File: src/rtl/bstream_pkg.sv
// Shared definitions for the bit-stream decoder and the top-level mux wiring.
package bstream_pkg;

    // Default result width; the top-level mux zero-fills above this when narrower.
    localparam int DEFAULT_WIDTH = 8;

    // Decoder control states.
    typedef enum logic {
        IDLE  = 1'b0,
        COUNT = 1'b1
    } state_t;

endpackage

File: src/rtl/bstream_decoder.sv
// Converts a serial stochastic 1-bit stream back to a WIDTH-bit binary value by
// counting ones over a window of 2^WIDTH accepted samples.
//
// Handshake: bit_valid qualifies bit_in for one cycle (no backpressure); a
// low bit_valid is a stall and nothing is counted. value_valid is a one-cycle
// strobe with value/saturated held until the next completed window.
module bstream_decoder
    import bstream_pkg::*;
#(
    parameter int WIDTH = DEFAULT_WIDTH
) (
    input  logic             clk,
    input  logic             rst_n,
    input  logic             bit_in,
    input  logic             bit_valid,
    input  logic             start,
    input  logic             continuous,
    output logic [WIDTH-1:0] value,
    output logic             value_valid,
    output logic             saturated,
    output logic             busy
);

    localparam logic [WIDTH-1:0] SAMPLE_LAST = {WIDTH{1'b1}};
    localparam logic [WIDTH-1:0] SAMPLE_ONE  = {{(WIDTH-1){1'b0}}, 1'b1};

    state_t           state_q,       state_d;
    logic [WIDTH-1:0] sample_cnt_q,  sample_cnt_d;
    logic [WIDTH:0]   ones_cnt_q,    ones_cnt_d;
    logic [WIDTH-1:0] value_q,       value_d;
    logic             value_valid_q, value_valid_d;
    logic             saturated_q,   saturated_d;

    // Ones count including the current sample; never wraps since max is 2^WIDTH.
    logic [WIDTH:0]   ones_next;

    // Next-state, counter and result logic; start has priority over completion.
    always_comb begin
        state_d       = state_q;
        sample_cnt_d  = sample_cnt_q;
        ones_cnt_d    = ones_cnt_q;
        value_d       = value_q;
        value_valid_d = 1'b0;
        saturated_d   = saturated_q;
        ones_next     = ones_cnt_q + {{WIDTH{1'b0}}, bit_in};

        case (state_q)
            IDLE: begin
                if (start) begin
                    state_d      = COUNT;
                    sample_cnt_d = '0;
                    ones_cnt_d   = '0;
                end
            end
            COUNT: begin
                if (start) begin
                    // Restart: this cycle's sample is dropped, no result latched.
                    sample_cnt_d = '0;
                    ones_cnt_d   = '0;
                end else if (bit_valid) begin
                    if (sample_cnt_q == SAMPLE_LAST) begin
                        // All-ones window clips to the largest representable value.
                        value_d       = ones_next[WIDTH] ? {WIDTH{1'b1}} : ones_next[WIDTH-1:0];
                        saturated_d   = ones_next[WIDTH];
                        value_valid_d = 1'b1;
                        sample_cnt_d  = '0;
                        ones_cnt_d    = '0;
                        state_d       = continuous ? COUNT : IDLE;
                    end else begin
                        sample_cnt_d = sample_cnt_q + SAMPLE_ONE;
                        ones_cnt_d   = ones_next;
                    end
                end
            end
            default: begin
                state_d = IDLE;
            end
        endcase
    end

    // State, counters and registered outputs with synchronous active-low reset.
    always_ff @(posedge clk) begin
        if (!rst_n) begin
            state_q       <= IDLE;
            sample_cnt_q  <= '0;
            ones_cnt_q    <= '0;
            value_q       <= '0;
            value_valid_q <= 1'b0;
            saturated_q   <= 1'b0;
        end else begin
            state_q       <= state_d;
            sample_cnt_q  <= sample_cnt_d;
            ones_cnt_q    <= ones_cnt_d;
            value_q       <= value_d;
            value_valid_q <= value_valid_d;
            saturated_q   <= saturated_d;
        end
    end

    assign value       = value_q;
    assign value_valid = value_valid_q;
    assign saturated   = saturated_q;
    assign busy        = (state_q == COUNT);

endmodule

File: config.mk
export PLATFORM = sky130hd
export DESIGN_NAME = bstream_decoder
export DESIGN_NICKNAME = d
export VERILOG_FILES = /design/src/rtl/bstream_pkg.sv /design/src/rtl/bstream_decoder.sv
export SDC_FILE = /design/constraint.sdc
export NUM_CORES = 1
export LEC_CHECK = 0
export ABC_CLOCK_PERIOD_IN_PS = 2100
export CAP_MARGIN = 40
export CORE_MARGIN = 3
export CORE_UTILIZATION = 53
export DETAILED_ROUTE_END_ITERATION = 10
export MAX_ROUTING_LAYER = met4
export PLACE_DENSITY = 0.77
export SKIP_LAST_GASP = 1
export SYNTH_ARGS = -nofsm -noshare
export SYNTH_HDL_FRONTEND = slang
export SYNTH_SLANG_ARGS = --single-unit
export TNS_END_PERCENT = 20
File: constraint.sdc
create_clock -name clk -period 2.1 [get_ports clk]
set_input_delay 0.315 -clock clk [delete_from_list [all_inputs] [get_ports clk]]
set_output_delay 0.315 -clock clk [all_outputs]
set_load 0.005 [all_outputs]
==> results.txt <==
Slowest-stage cell, CP: clkdlybuf4s50_1
Leakage: 0.000578 µW
Vias/cell: 5.75
Worst setup EP type: register
PwrDens: 597 nW/µm²
Main combinational cell family by area after synthesis: compound AO/OA/AOI/OAI gates
Placed Area: 1530 µm²
Rows: 17
R2r setup slk: 0.29 ns
Post-route cell area: 1580 µm²
Nets@finish: 178
Crit Path Category: in -> reg
Fillers: 177
Post-synth EDFFs: 0
Skew final: 0.0125 ns
Vias in the first global route: 1095
Final period util: 89.9%
Maximum VDD drop: 807 µV
Setup crit start kind: input port
Worst-path fanout max: 9
F_max: 529 MHz
Layout area overhead: 21.4%
Postcts setup bufs: 0
WP data arrival: 2.16 ns
Cts hold-fix bufs: 0
Post-Synth XOR/XNOR Area: 6.74%
Largest net degree at the start of global routing: 17
Async SR Flop Fraction: 0%
CTS tree: yes
Slew margin rel.: 67.3%
Pre-antenna DRT Iters: 4
Tightest Pin Transition: 0.490 ns
Synth Flop Type: dfxtp_1
PostCTS Resize Cnt: 0
Clk_lat worst skew: 0.33 ns
Worst Hold Class: reg -> reg
H-tree depth: 1
DPL Wire Length: 2.05 mm
Share of post-route cells with drive strength above 1: 14.4%
Total GRT Usage: 19.8%
Clock sinks: 28
Synthesized net count: 154
Netlist cell types: 33
Starting Density: 57.1%
RSZ-0062 raised after global routing: no
Die Wd: 55.5 µm
DRT Wirelength: 2.78 mm
Syn_area_per_cell: 9.03 µm²
Global-route wire length before repair: 4.86 mm
Yosys reg bits: 28
I/O pins: 17
CTS buffer count: 3
Setup TNS: 0 ns
Cell taking the most area after synthesis: dfxtp_1
Fin. Hold Viols: 0
Synthesized-area fraction occupied by adder cells: 3.85%
Maximum root-to-sink buffer count: 2
Number of instances in the placed design: 191
Largest cells by area after synthesis: dfxtp_1 (43%), o21ai_0 (5.8%), a21oi_2 (5.4%)
Top cell type's share of synthesized area: 43.1%
Status: complete, no violations
Placeable Area: 2280 µm²
Worst-path clk slew: 0.16 ns
Cells along the critical path: clkdlybuf4s50_1, ha_1, ha_1, nand3_2, or3_1, and3_1, a21oi_2
Ant. Diodes: 0
GRT overflow: 0
Die Ht: 55.5 µm
Minimum clock period: 1.89 ns
Die area: 3080 µm²
Yosys warnings: 0
Initial antenna violation count: 0
Slew Limit Fails: 0
Max stage delay on crit path: 0.49 ns
Root Buffer: clkbuf_4
DR vias: 1121
Critical Path RT: 2.37 ns
Final cell count without fillers: 195
Final GP Congestion: 0.816
Wire per inst: 14.3 µm
CP dominant cell by count: ha_1
ANT nets after route: 0
Multi-input logic area: 698 µm²
Cells after Synth: 144
Multiplexer share of the synthesized area: 0.770%
DR iter-0 viols: 32
Simple-Gate Fraction of Synth Area: 20.5%
Register Area: 561 µm²
DRC: 0
Final count of negative-setup-slack endpoints: 0
Max-cap violations: 0
Synth Area in Compound Gates: 21.8%
Seq/Total Area, Yosys: 43.1%
Number of I/O port buffers: 16
Cell Area, Synth: 1300 µm²
cell families after synthesis:
kind of cell,count (synthesis)
XOR/XNOR,10
adder cells (fa/ha/maj),4
AO/OA/AOI/OAI,44
buffers and inverters,8
AND/OR/NAND/NOR,49
multiplexers,1
flip-flops,28
synth_stat cells, types with 2 or more instances:
cell type  instances
and3_1             3
nand2_1           13
inv_1              3
ha_1               4
xnor2_1            3
nand4_1            5
a31oi_1            5
a21oi_1            8
nand2b_1           3
xor2_1             7
a21oi_2            8
nor2_1            10
dfxtp_1           28
o21ai_0           15
o21ai_1            2
and4_1             2
a22oi_1            2
nand3_1            6
buf_2              3
sequential cells by signal (all words and copies together) (netlist names):
| register | flops |
|---|---|
| value_valid | 1 |
| sample_cnt_q | 8 |
| value | 8 |
| busy | 1 |
| saturated | 1 |
| ones_cnt_q | 9 |
area by class of cell:
cell class,instances,area share [%]
well taps,28,2.22
flip-flops and latches,28,35.5
clock inverters,1,1.90
inverters,3,0.714
repair buffers,24,14.0
multi-input cells,108,44.3
clock buffers,3,1.43
where the power goes:
group | switching [µW] | total [µW] | internal, µW | leakage, µW
registers | 4.85 | 539 | 534 | 0.000226
logic | 25.0 | 48.3 | 23.3 | 0.000324
clock network | 161 | 354 | 193 | 0.0000279
cell usage in the layout (no fill, tap or decap), types with 4 or more instances in the layout:
cell type,instances
dfxtp_1,28
clkdlybuf4s50_1,16
o21ai_0,15
nand2_1,13
nor2_1,10
a21oi_2,8
a21oi_1,8
buf_4,8
xor2_1,7
nand3_1,6
nand4_1,5
a31oi_1,5
ha_1,4
routing by layer:
metal / share of wire (%) / up-vias / GRT usage (%)
met4: 0.22 / 0 / 2.08
li1: - / 566 / -
met3: 4.5 / 2 / 4.91
met2: 49 / 27 / 33.4
met5: 0 / - / -
met1: 46 / 526 / 24.7
through the flow:
step	hold slack [ns]	total power (µW)	worst slack, ns	util, %
after global placement	0.457	597	-0.0636	67.0
after floorplan	0.432	573	0.438	-
final	0.511	942	0.211	69.3
after global routing	0.534	972	0.0117	69.3
after detailed placement	0.457	598	-0.144	67.0
after CTS	0.504	955	0.223	69.3
path summary, 6_finish.rpt:
path / end / start / cells past startpoint
worst max-delay path: value[0] / bit_in / 7
worst max register to register: value[0] / ones_cnt_q[0] / 6
worst min register to register: ones_cnt_q[8] / ones_cnt_q[8] / 1
worst min-delay path: ones_cnt_q[8] / ones_cnt_q[8] / 1
worst max-delay path: cells and delay by family:
kind                     cells  cell delay (ns)
buffers and inverters        1             0.49
adder cells (fa/ha/maj)      2             0.33
AO/OA/AOI/OAI                1             0.19
AND/OR/NAND/NOR              3             0.84
Power figures use the tool's default switching activity.
